<file path="src/rtl/sha256_round_pipeline_stage_if.sv">
// Handshake and data bundle for one SHA-256 round stage: upstream state/window in,
// post-round state and forwarded window out.
interface sha256_round_pipeline_stage_if;
  logic         in_valid;
  logic         in_ready;
  logic [255:0] state_in;
  logic [255:0] window_in;
  logic         out_valid;
  logic         out_ready;
  logic [255:0] state_out;
  logic [255:0] window_out;
  logic [5:0]   round_out;

  modport slave (
    input  in_valid,
    input  state_in,
    input  window_in,
    input  out_ready,
    output in_ready,
    output out_valid,
    output state_out,
    output window_out,
    output round_out
  );

  modport master (
    output in_valid,
    output state_in,
    output window_in,
    output out_ready,
    input  in_ready,
    input  out_valid,
    input  state_out,
    input  window_out,
    input  round_out
  );
endinterface

</file>
<file path="src/rtl/sha256_round_pipeline_stage.sv">
// One registered SHA-256 compression round behind a 2-entry skid buffer (main M, skid S).
// Outputs always come from M; in_ready is the registered inverse of the skid valid bit.
module sha256_round_pipeline_stage #(
  parameter logic [31:0] K_CONST   = 32'h428a2f98,
  parameter int unsigned ROUND_IDX = 0
) (
  input  logic                           CLK,
  input  logic                           RST,
  sha256_round_pipeline_stage_if.slave   bus
);

  localparam logic [5:0] ROUND_TAG = 6'(ROUND_IDX);

  // Encoding is {vM, vS}; 2'b01 is unreachable and folds back to EMPTY.
  typedef enum logic [1:0] {
    EMPTY = 2'b00,
    ONE   = 2'b10,
    FULL  = 2'b11
  } fill_e;

  function automatic logic [31:0] big_sigma0(input logic [31:0] x);
    return {x[1:0], x[31:2]} ^ {x[12:0], x[31:13]} ^ {x[21:0], x[31:22]};
  endfunction

  function automatic logic [31:0] big_sigma1(input logic [31:0] x);
    return {x[5:0], x[31:6]} ^ {x[10:0], x[31:11]} ^ {x[24:0], x[31:25]};
  endfunction

  function automatic logic [31:0] choose(input logic [31:0] e, input logic [31:0] f,
                                         input logic [31:0] g);
    return (e & f) ^ (~e & g);
  endfunction

  function automatic logic [31:0] majority(input logic [31:0] a, input logic [31:0] b,
                                           input logic [31:0] c);
    return (a & b) ^ (a & c) ^ (b & c);
  endfunction

  fill_e        fill_q, fill_d;
  logic [511:0] m_q, m_d;
  logic [511:0] s_q, s_d;

  logic         v_m, v_s;
  logic         acc, pop;
  logic [31:0]  wa, wb, wc, wd, we, wf, wg, wh, w_t;
  logic [31:0]  t1, t2;
  logic [255:0] round_state;
  logic [511:0] beat;

  assign {v_m, v_s} = fill_q;
  assign acc = bus.in_valid & ~v_s;
  assign pop = v_m & bus.out_ready;

  // Round datapath on the input side; only captured on accept.
  always_comb begin
    {wa, wb, wc, wd, we, wf, wg, wh} = bus.state_in;
    w_t         = bus.window_in[255:224];
    t1          = wh + big_sigma1(we) + choose(we, wf, wg) + K_CONST + w_t;
    t2          = big_sigma0(wa) + majority(wa, wb, wc);
    round_state = {t1 + t2, wa, wb, wc, wd + t1, we, wf, wg};
    beat        = {round_state, bus.window_in};
  end

  always_comb begin
    fill_d = fill_q;
    m_d    = m_q;
    s_d    = s_q;
    case (fill_q)
      EMPTY: begin
        if (acc) begin
          m_d    = beat;
          fill_d = ONE;
        end
      end
      ONE: begin
        if (acc && pop) begin
          m_d = beat;
        end else if (acc) begin
          s_d    = beat;
          fill_d = FULL;
        end else if (pop) begin
          fill_d = EMPTY;
        end
      end
      FULL: begin
        if (pop) begin
          m_d    = s_q;
          fill_d = ONE;
        end
      end
      default: fill_d = EMPTY;
    endcase
  end

  // Data registers are cleared too so the outputs read zero until the first load.
  always_ff @(posedge CLK or negedge RST) begin
    if (!RST) begin
      fill_q <= EMPTY;
      m_q    <= '0;
      s_q    <= '0;
    end else begin
      fill_q <= fill_d;
      m_q    <= m_d;
      s_q    <= s_d;
    end
  end

  assign bus.in_ready   = ~v_s;
  assign bus.out_valid  = v_m;
  assign bus.state_out  = m_q[511:256];
  assign bus.window_out = m_q[255:0];
  assign bus.round_out  = v_m ? ROUND_TAG : 6'd0;

endmodule

</file>
<file path="src/flat_wrapper.sv">
// flat-port wrapper written by rule: the top's interface ports become plain ports
module sha256_round_pipeline_stage_flat 
#(
  parameter logic [31:0] K_CONST   = 32'h428a2f98,
  parameter int unsigned ROUND_IDX = 0
)
  (CLK, RST, bus_in_valid, bus_state_in, bus_window_in, bus_out_ready, bus_in_ready, bus_out_valid, bus_state_out, bus_window_out, bus_round_out);
  sha256_round_pipeline_stage_if bus_i ();
  input  logic CLK;
  input  logic RST;
  input wire logic [$bits(bus_i.in_valid)-1:0] bus_in_valid;
  input wire logic [$bits(bus_i.state_in)-1:0] bus_state_in;
  input wire logic [$bits(bus_i.window_in)-1:0] bus_window_in;
  input wire logic [$bits(bus_i.out_ready)-1:0] bus_out_ready;
  output wire logic [$bits(bus_i.in_ready)-1:0] bus_in_ready;
  output wire logic [$bits(bus_i.out_valid)-1:0] bus_out_valid;
  output wire logic [$bits(bus_i.state_out)-1:0] bus_state_out;
  output wire logic [$bits(bus_i.window_out)-1:0] bus_window_out;
  output wire logic [$bits(bus_i.round_out)-1:0] bus_round_out;
  assign bus_i.in_valid = bus_in_valid;
  assign bus_i.state_in = bus_state_in;
  assign bus_i.window_in = bus_window_in;
  assign bus_i.out_ready = bus_out_ready;
  assign bus_in_ready = bus_i.in_ready;
  assign bus_out_valid = bus_i.out_valid;
  assign bus_state_out = bus_i.state_out;
  assign bus_window_out = bus_i.window_out;
  assign bus_round_out = bus_i.round_out;
  sha256_round_pipeline_stage #(.K_CONST(K_CONST), .ROUND_IDX(ROUND_IDX)) u_core (.CLK(CLK), .RST(RST), .bus(bus_i));
endmodule
</file>
<file path="config.mk">
export PLATFORM = sky130hd
export DESIGN_NAME = sha256_round_pipeline_stage_flat
export DESIGN_NICKNAME = d
export VERILOG_FILES = /design/src/rtl/sha256_round_pipeline_stage_if.sv /design/src/rtl/sha256_round_pipeline_stage.sv /design/src/flat_wrapper.sv
export SDC_FILE = /design/constraint.sdc
export NUM_CORES = 2
export LEC_CHECK = 0
export CAP_MARGIN = 20
export CORE_UTILIZATION = 25
export CTS_CLUSTER_DIAMETER = 200
export CTS_CLUSTER_SIZE = 30
export DETAILED_ROUTE_END_ITERATION = 7
export PLACE_DENSITY_LB_ADDON = 0.12
export SLEW_MARGIN = 0
export SYNTH_ARGS = -nofsm -noshare
export SYNTH_HDL_FRONTEND = slang
export SYNTH_SLANG_ARGS = --single-unit
</file>
<file path="constraint.sdc">
create_clock -name CLK -period 2.8 [get_ports CLK]
set_input_delay 0.84 -clock CLK [delete_from_list [all_inputs] [get_ports CLK]]
set_output_delay 0.84 -clock CLK [all_outputs]
set_load 0.01 [all_outputs]
</file>
==> metrics.yaml <==
die:
  fp.dieH_um: 456
  start_util: 0.252
  num_io_pins: 1036
  num_rows: 166
  fp.coreArea_um2: 205000
  dieArea_um2: 208000
  die_width_um: 456
timing:
  final_hold_viol_count: 0
  setup_viol: 123
  post-route-min-period_ns: 6.43
  whs_ns: 0.390
  slew_headroom: 0.607
  timing.fmax_ghz: 0.155
  slew_viol_final: 0
  finClkSkew_ns: 0.0232
  rsz0062_at_grt: "true"
  setup_ws_ns: -3.63
  tightestPinTransition_ns: 0.586
  post-route-period-util: 2.30
  setup-tns-final_ns: -321.70
cts:
  htreeDepth: 2
  cts_sinks: 1026
  clkLatencyLatePin_ns: 0.72
  cts_buffers: 40
  cts_tree: "yes"
  clkTransAtPathRegs_ns: 0.13
  cts_buffer_depth: 3
  cts.root.buffer_cell: "clkbuf_16"
yosys:
  synthFlopType: "dfrtp_1"
  yosysTopAreaCell: "dfrtp_1"
  synth_top_area_share: 0.498
  synth_cell_types: 78
  ys_ff_latch: 1026
  yosysWarnings: 0
  async_flop_share: 1.00
  synth_most_common_cell: "dfrtp_1"
  syn_inst: 4578
  avgSynthCellArea_um2: 11.3
  netlist_area_um2: 51500
  synth_area_leaders: "dfrtp_1 50%, mux2_2 10%, mux2i_1 9.6%"
  synth_edf_count: 0
  synthTopCellsByCount: "1026 x dfrtp_1, 604 x o21ai_0, 595 x nand2_1, 496 x mux2i_1, 476 x mux2_2"
  ys_seq_area_frac: 0.498
pwr:
  power_density_nw_per_um2: 1620
  p_leak_uw: 0.0316
  peakVddDrop_mv: 1.59
  power_uw: 121000
run:
  drv_cap: 0
detailed_routing:
  routed_via_density: 4.46
  ant_nets: 0
  totalWireLength_um: 215000
  vias: 39300
  wl_per_cell_um: 24.3
  drt-pass1-iter-count: 7
  drc: 0
  drtIter0Drc: 1949
layout:
  finalNetCount: 6849
  syn2layout_area_growth_pct: 44.8
  final_layout_size_suffix_gt1_frac: 0.274
  final_cell_count_no_fill: 8828
  post-route-util: 0.364
worst_setup_path:
  cp_max_fo: 3
  path_buf_inv: 4
  max_stage_delay_ns: 0.58
  crit_path_end_kind: "flop"
  critical_path_class: "primary input to flop"
  cp.arrival_ns: 7.04
  reg2reg_depth: 8
  crit_cells: 29
  crit_family: "adder cells"
  cp-start-kind: "primary input"
  critPathSlowestCell: "fa_2"
  required_ns: 3.40
hold_path:
  hold_class: "primary input to flop"
  hold_depth: 2
placement:
  gp_congestion: 0.882
  port_buffers: 1029
  dp_cells: 8712
  dp_hpwl_um: 171000
global_routing:
  overflow: 0
  grt_util_met1: 0.252
  grt_max_degree: 89
  antenna_found_initial: 55
  gr-usage-met3: 0.0336
  grt-busiest-layer: "met2"
  grt_pass1_wl_um: 304000
  met2_usage: 0.356
  grt_pass1_vias: 40800
  track_usage: 0.202
status:
  status: "finished, violations left"
  violations: "setup timing"
[cell families (layout without fill, tap and decap cells)]
| group | after synthesis | after routing | share of synthesized area |
|---|---|---|---|
| other | 1 | 27 | 0.0000728 |
| flip-flops | 1026 | 1026 | 0.498 |
| adder cells (fa/ha/maj) | 240 | 240 | 0.0712 |
| XOR/XNOR | 218 | 218 | 0.0376 |
| AO/OA/AOI/OAI | 882 | 882 | 0.0961 |
| buffers and inverters | 495 | 2031 | 0.0375 |
| multiplexers | 972 | 972 | 0.200 |
| AND/OR/NAND/NOR | 744 | 744 | 0.0591 |
[placed cells by master (no fill, tap or decap), types with 75 or more instances in the layout]
cell type / n
nand2_1: 583
dfrtp_1: 1025
buf_4: 648
buf_12: 75
clkdlybuf4s50_1: 961
mux2_2: 462
fa_1: 82
mux2i_1: 488
o21ai_0: 508
xnor2_1: 110
inv_1: 142
[final timing paths]
| path | start | endpoint | slack [ns] |
|---|---|---|---|
| max in group asynchronous | RST | u_core.m_q[162]$_DFFE_PN0P_ | 1.21 |
| setup reg to reg | u_core.fill_q[1]$_DFFE_PN0P_ | u_core.m_q[55]$_DFFE_PN0P_ | 0.49 |
| hold reg to reg | u_core.m_q[142]$_DFFE_PN0P_ | u_core.m_q[142]$_DFFE_PN0P_ | 0.49 |
| setup / recovery | bus_state_in[98] | u_core.s_q[511]$_DFFE_PN0P_ | -3.63 |
| hold / removal | bus_state_in[33] | u_core.s_q[257]$_DFFE_PN0P_ | 0.39 |
| min in group asynchronous | RST | u_core.s_q[360]$_DFFE_PN0P_ | 0.66 |
[power by group]
group / internal, uW / leakage (uW) / total [uW] / switching [uW]
clock network: 2760 / 0.000541 / 8030 / 5270
registers: 22600 / 0.0124 / 26500 / 3880
logic: 44000 / 0.0187 / 86600 / 42600
[routing by layer]
metal,part of all wire,wire [um],up-vias
met4,0.031,6720,18
met1,0.42,90800,19700
met5,0.00050,107,-
met3,0.040,8600,217
li1,-,-,18600
met2,0.50,108000,730
[per-stage QoR]
step / setup slack, ns / area, um2
3_5_place_dp: -5.19 / 70800
4_1_cts: -3.79 / 73200
2_1_floorplan: -4.07 / 52000
6_report: -3.63 / 74600
3_3_place_gp: -5.18 / 70800
5_1_grt: -3.87 / 74600
[area by class of cell]
type	count	area [um2]
diodes	21	52.6
clock buffers	44	1060
clock inverters	5	46.3
fillers	20400	130000
inverters	183	694
multi-input cells	3062	26500
flip-flops and latches	1026	25700
well taps	2688	3360
repair buffers	1799	17200
[registers in the layout (all words and copies together), names as in the netlist]
name	count
u_core.s_q	512
u_core.m_q	512
u_core.fill_q	2
[timing repair]
action / in CTS / in global routing
endpoints found under the hold margin: 7 / 0
pin swaps: 126 / 174
resized for setup: 289 / 314
endpoints found under the setup margin: 130 / 128
hold buffers: 1 / 0
buffers inserted: 42 / 37
Note: power is estimated with default switching activity, not from simulation.
